[config.mk]
export PLATFORM = sky130hd
export DESIGN_NAME = maxpool2x2
export DESIGN_NICKNAME = d
export VERILOG_FILES = /design/src/rtl/maxpool2x2.sv
export SDC_FILE = /design/constraint.sdc
export NUM_CORES = 2
export LEC_CHECK = 0
export ABC_AREA = 1
export CORE_MARGIN = 2
export CORE_UTILIZATION = 35
export CTS_CLUSTER_DIAMETER = 100
export CTS_CLUSTER_SIZE = 40
export DETAILED_ROUTE_END_ITERATION = 16
export PLACE_DENSITY_LB_ADDON = 0.25
export SETUP_SLACK_MARGIN = 0.5
export SYNTH_ARGS = -nofsm -noshare
export SYNTH_HDL_FRONTEND = slang
export SYNTH_SLANG_ARGS = --single-unit
[constraint.sdc]
create_clock -name i_clk -period 9.5 [get_ports i_clk]
set_input_delay 1.425 -clock i_clk [delete_from_list [all_inputs] [get_ports i_clk]]
set_output_delay 1.425 -clock i_clk [all_outputs]
set_load 0.03 [all_outputs]
[src/rtl/maxpool2x2.sv]
// maxpool2x2: 2x2 stride-2 max-pooling of a raster-ordered, multi-channel
// signed feature stream. Each channel is pooled independently and in parallel.
// Even columns are held, odd columns produce a horizontal max; on even rows the
// horizontal max is parked in a half-width row buffer, and on odd rows it is
// combined with the parked value to form the pooled output one cycle later.
// Optional feature: define POOL_RELU_EN to clamp negative pooled values to zero.
module maxpool2x2 #(
  parameter int NUM_FILTERS   = 6,
  parameter int FEATURE_WIDTH = 16,
  parameter int IN_WIDTH      = 28,
  parameter int IN_HEIGHT     = 28
) (
  input  logic                                        i_clk,
  input  logic                                        i_rst_n,
  input  logic                                        i_feature_valid,
  input  logic [NUM_FILTERS-1:0][FEATURE_WIDTH-1:0]   i_features,
  output logic                                        o_feature_valid,
  output logic [NUM_FILTERS-1:0][FEATURE_WIDTH-1:0]   o_features,
  output logic                                        o_frame_done
);

  localparam int COL_W  = (IN_WIDTH  > 2) ? $clog2(IN_WIDTH)  : 1;
  localparam int ROW_W  = (IN_HEIGHT > 2) ? $clog2(IN_HEIGHT) : 1;
  localparam int HALF_W = IN_WIDTH / 2;
  localparam int BUF_AW = (HALF_W > 1) ? $clog2(HALF_W) : 1;

  typedef logic [FEATURE_WIDTH-1:0]                   feat_t;
  typedef logic [NUM_FILTERS-1:0][FEATURE_WIDTH-1:0]  beat_t;

  // Odd dimensions would leave a partial window that can never be emitted.
  if ((IN_WIDTH % 2) != 0) begin : g_bad_width
    $error("maxpool2x2: IN_WIDTH must be even");
  end
  if ((IN_HEIGHT % 2) != 0) begin : g_bad_height
    $error("maxpool2x2: IN_HEIGHT must be even");
  end

  // Signed two's-complement maximum; ties return the (equal) first operand.
  function automatic feat_t smax(input feat_t a, input feat_t b);
    if ($signed(a) >= $signed(b)) begin
      return a;
    end else begin
      return b;
    end
  endfunction

  logic [COL_W-1:0]  col_cnt_r;
  logic [ROW_W-1:0]  row_cnt_r;
  beat_t             hold_r;
  beat_t             rowbuf_r [HALF_W];

  logic [BUF_AW-1:0] buf_idx_s;
  logic              col_last_s;
  logic              row_last_s;
  logic              accept_odd_s;
  logic              out_fire_s;
  beat_t             hmax_s;
  beat_t             vmax_s;
  beat_t             pooled_s;

  assign buf_idx_s    = BUF_AW'(col_cnt_r >> 1);
  assign col_last_s   = (col_cnt_r == COL_W'(IN_WIDTH - 1));
  assign row_last_s   = (row_cnt_r == ROW_W'(IN_HEIGHT - 1));
  assign accept_odd_s = i_feature_valid & col_cnt_r[0];
  assign out_fire_s   = accept_odd_s & row_cnt_r[0];

  // Per-channel horizontal max, vertical max against the row buffer, optional ReLU.
  always_comb begin
    hmax_s   = '0;
    vmax_s   = '0;
    pooled_s = '0;
    for (int c = 0; c < NUM_FILTERS; c++) begin
      hmax_s[c] = smax(hold_r[c], i_features[c]);
      vmax_s[c] = smax(rowbuf_r[buf_idx_s][c], hmax_s[c]);
`ifdef POOL_RELU_EN
      if (vmax_s[c][FEATURE_WIDTH-1]) begin
        pooled_s[c] = '0;
      end else begin
        pooled_s[c] = vmax_s[c];
      end
`else
      pooled_s[c] = vmax_s[c];
`endif
    end
  end

  // Raster position counters; advance only on accepted beats.
  always_ff @(posedge i_clk or negedge i_rst_n) begin
    if (!i_rst_n) begin
      col_cnt_r <= '0;
      row_cnt_r <= '0;
    end else if (i_feature_valid) begin
      if (col_last_s) begin
        col_cnt_r <= '0;
        if (row_last_s) begin
          row_cnt_r <= '0;
        end else begin
          row_cnt_r <= row_cnt_r + ROW_W'(1);
        end
      end else begin
        col_cnt_r <= col_cnt_r + COL_W'(1);
      end
    end
  end

  // Column hold and row buffer; always written before read, so no reset needed.
  always_ff @(posedge i_clk) begin
    if (i_feature_valid && !col_cnt_r[0]) begin
      hold_r <= i_features;
    end
    if (accept_odd_s && !row_cnt_r[0]) begin
      rowbuf_r[buf_idx_s] <= hmax_s;
    end
  end

  // Registered pooled output; data holds between pulses, valid/done are 1-cycle pulses.
  always_ff @(posedge i_clk or negedge i_rst_n) begin
    if (!i_rst_n) begin
      o_feature_valid <= 1'b0;
      o_frame_done    <= 1'b0;
      o_features      <= '0;
    end else begin
      o_feature_valid <= out_fire_s;
      o_frame_done    <= out_fire_s & row_last_s & col_last_s;
      if (out_fire_s) begin
        o_features <= pooled_s;
      end
    end
  end

endmodule
# == Word level (Yosys, flattened, before mapping) ==
# Memory sizes are Yosys's and may differ from the RTL's.
# Cells that the tools add are included.
# totals
inputBits,99
output_inout_bits,98
n_memories,1
ff_bits,204
mem_bits_rw,1344
wordCells,58
# classes
reduce_logical,5
muxes,16
eq_ne,2
bitwise_logic,4
addsub,2
n_lt_le_gt_ge,12
# memory_table
name,depth,word_bits,rd,rd_clocked_by_memory_dff,wr,line,source
rowbuf_r,14,96,1,0,1,50,beat_t rowbuf_r [HALF_W];
# ops
operator,count
>= comparator 16 bit,12
two-way mux 16 bit,12
"adder 5 x 1 -> 5 bit, second input constant",2
"equality test 5 bit, second input constant",2
two-way mux 5 bit,2
AND 1 bit,4
logical AND 1 bit,2
zero test 1 bit,2
two-way mux 1 bit,2
AND reduction 2 bit,1

# == Depth between registers and ports, before layout ==
# logic_depth
depth_word,4
depth_mapped,33
depth_no_buf,31

# == Worst setup path after synthesis ==
# OpenSTA, ideal clock, no wires.
# synth_timing
kind,input-to-reg
from,input port i_feature_valid
to,memory rowbuf_r[2][0] in the netlist's numbering (enable)
path_buffers,0
setup_ns,0.669
setup_slack_ns,0.582
t_required_ns,8.831
path_stages,4
arrival_ns,8.248
cell_sequence,nand2_1 -> nor2_1 -> inv_1 -> nor3_1
# synth_between
elab_chain_cells,4
# synth_lines
element,line,source
start: declaration,15,"input logic i_feature_valid,"
AND 1 bit,64,assign accept_odd_s = i_feature_valid & col_cnt_r[0];
logical AND 1 bit,111,if (accept_odd_s && !row_cnt_r[0]) begin
two-way mux 1 bit,111,
two-way mux 1 bit (not written as such),112,rowbuf_r[buf_idx_s] <= hmax_s;
end: declaration,50,
# Every way passes these cells.

==> run metrics <==
initial cell density of the core=between 30% and 40%; die area=approximately 190000 um^2; DRT met1 WL=82000 um; core area=185000 um^2; number of remaining DRC errors=0; critical path peak fanout=17; post-synthesis adder-cell area fraction=under 10%; fin crit period=approximately 6 ns; DRT Pass-1 Iters=6; P_sw=8.64 mW; post-DP HPWL=approximately 95000 um; Worst-Skew Late Latency=between 0.7 and 0.8 ns; routed wire length=180000 um; Post-Syn Area=roughly 65000 um^2; Fillers=roughly 18k; first-pass GRT wire length=267000 um; Detail Route Antenna Nets=0; worst slew pin tran=about 1.3 ns; Design Area, Final=71900 um^2; IO Port Bufs=~200; Required @ worst endpoint=just over 10 ns; Leak Pwr=~27 nW; synthesized area per cell=roughly 12 um^2; DR iter-0 viols=between 4k and 5k; largest family of logic cells by synthesized area=simple AND/OR/NAND/NOR gates; vias in the first global route=40.5k; Total Nets Final=about 5.6k; Slew Limit Fails=0; Die Y=about 440 um; leading cell type in the layout, fill and taps excluded=edfxtp_1; CP Launch Type=input port; pin count of the biggest net entering global routing=around 150; H-tree levels=2; xor-xnor portion of the synthesized cell area=0%; Setup crit end kind=flip-flop; most frequent cells in the layout=1440 x edfxtp_1, 1371 x nand2_1, 576 x a22oi_1, 367 x inv_1, 258 x nor2_1; Worst-path clk slew=0.13 ns; combinational power share=between 40% and 50%; Clk pwr share=17.1%; CP cell instances=clkdlybuf4s50_1 > inv_1 > ha_1 > nand2_1 > nor3_1 > nand3_1 > nand3_2 > nand2_1 > nand2_1 > inv_1 > ha_1 > nand2_1 > nor3_1 > nand2_1 > nand3_1 > nand3_2 > inv_1 > nand3_1 > nand2_1 > nand2_1; WS Path Type=input port to flip-flop; Core Rows=around 160; Net Sw Frac=a little over two fifths; RSZ-0062 raised after global routing=false; Max Cap Viol=0; routed wire length per instance=between 20 and 25 um; Die X-Extent=436 um; slowest cell delay on critical path=0.59 ns; Pwr Total=20.7 mW; Seq/Total Area, Yosys=70.4%; WL met2=87200 um; Clock Path Buffers=3; DR vias=~40k; Critical Path AT=~6.7 ns; Worst path top cell family by delay=simple AND/OR/NAND/NOR gates; CTS sink count=approximately 1.5k; count of final setup violators=0; Hold Fails Final Rpt=0; Slew headroom=around 11%; outcome=finished, final reports clean; Hold/Removal Path Class=flip-flop to flip-flop; met3 wire length=8680 um; cell-internal power=12.1 mW; Tcrit/Tclk final=63.7%; TritonCTS buffer count=55; CP most frequent cell=nand2_1; GPL Wtd Cong=approximately 0.79; max layer used=met5; share of cells above drive strength 1=around 3.9%; initial antenna violation count=4; Gate Count Post-Synth=5250; Synth Warn #=0; Area Overhead vs Synth=10.1%; total gr overflow=0; post-synth net total=approximately 5.5k; simple logic cell fraction of the synthesized area=12.3%; post-CTS sizing=0; Synth Area in Compound Gates=approximately a tenth; root buffer cell=clkbuf_16; CP Buf/Inv Count=4; sequential power share=between 40% and 50%; maximum achievable frequency=around 170 MHz; crit path max-delay cell type=inv_1; Post-Route Setup TNS=0 ns; post-synthesis cell type count=38; Placed Area=~70000 um^2; GRT Util Overall=18.4%; post-synthesis sequential element count=1548; CTS tree=built; vias per cell=approximately 5.2; # IOs=between 150 and 200; Post-CTS Setup Bufs=0; post-synthesis mux area share=0%; Peak supply drop=0.407 mV; CTS Hold Bufs=0; Clock Skew=between 0.04 and 0.05 ns; pwr dens=approximately 290 nW/um^2
[final cells by class]
cell class	count	area, um^2	area share (%)
Inverter	372	1420	1.98
Sequential cell	1548	45900	63.9
Clock inverter	29	539	0.750
Antenna cell	4	10.0	0.0139
Tap cell	2480	3100	4.32
Clock buffer	71	1500	2.09
Multi-Input combinational cell	3087	16900	23.5
Timing Repair Buffer	255	2470	3.44
[cell usage after synthesis, drive strengths merged]
| cell type | instances | share of area, % |
|---|---|---|
| edfxtp | 1440 | 66 |
| nand2 | 1376 | 7.9 |
| a22oi | 576 | 6.6 |
| inv | 372 | 2.1 |
| nor2 | 280 | 1.7 |
| ha | 194 | 3.7 |
| a21oi | 184 | 1.4 |
| buf | 156 | 1.3 |
| o21ai | 155 | 1.2 |
| nand3 | 142 | 1.2 |
| dfrtp | 108 | 4.1 |
| nand4 | 108 | 1.1 |
| clkbuf | 87 | 0.50 |
| nor3 | 27 | 0.23 |
| o31ai | 21 | 0.24 |
| o21a | 6 | 0.069 |
| o21bai | 6 | 0.069 |
| nor4 | 4 | 0.077 |
| a21o | 3 | 0.035 |
| nor3b | 2 | 0.023 |
| and3 | 1 | 0.0096 |
| o211ai | 1 | 0.012 |
| o32ai | 1 | 0.013 |
[metal layers]
layer	vias up	global-route usage (%)
li1	19000	-
met1	21000	26.2
met2	1084	31.1
met3	137	1.75
met4	2	3.02
met5	-	0
[power groups by stage]
stage,Clock (mW),Sequential [mW],Combinational [mW]
after CTS,3.63,8.58,8.64
final,3.54,8.57,8.59
after floorplan,0,9.02,5.43
after global placement,0,8.73,8.49
after detailed placement,0,8.72,8.61
after global routing,3.82,8.63,9.56
[worst paths after layout]
kind                           startpoint              to  slack [ns]  cells after the start
setup / recovery           i_features[15]   o_features[9]        3.45                     20
hold / removal             o_features[95]  o_features[95]        0.50                      2
setup reg to reg             col_cnt_r[1]  o_features[16]        3.48                     20
hold reg to reg            o_features[95]  o_features[95]        0.50                      2
max in group asynchronous         i_rst_n  o_features[94]        7.53                      2
min in group asynchronous         i_rst_n  o_features[33]        0.71                      1
[tightest hold or removal path, stage by stage, from the launching register on]
cell and delay [ns]:
dfrtp_1 0.36, nand2_1 0.05, nand2_1 0.06
[flip-flops by register name, summed over array words and instances (netlist names)]
signal	count
o_features	96
hold_r	96
o_feature_valid	1
col_cnt_r	5
rowbuf_r	1344
o_frame_done	1
row_cnt_r	5
[logic make-up after synthesis]
family | count (synthesis)
simple gates | 1940
flops | 1548
buf+inv | 615
fa+ha+maj | 194
compound gates | 953
[through the flow]
step	utilization, %	hold slack (ns)	cells	worst slack, ns
global route	38.7	0.528	7843	2.98
CTS	38.7	0.501	7842	3.54
finish	38.8	0.496	7846	3.45
global placement	37.6	0.465	7742	2.92
detailed placement	37.6	0.465	7742	2.80
floorplan	-	0.468	5250	0.582
Note: power is estimated with default switching activity, not from simulation.
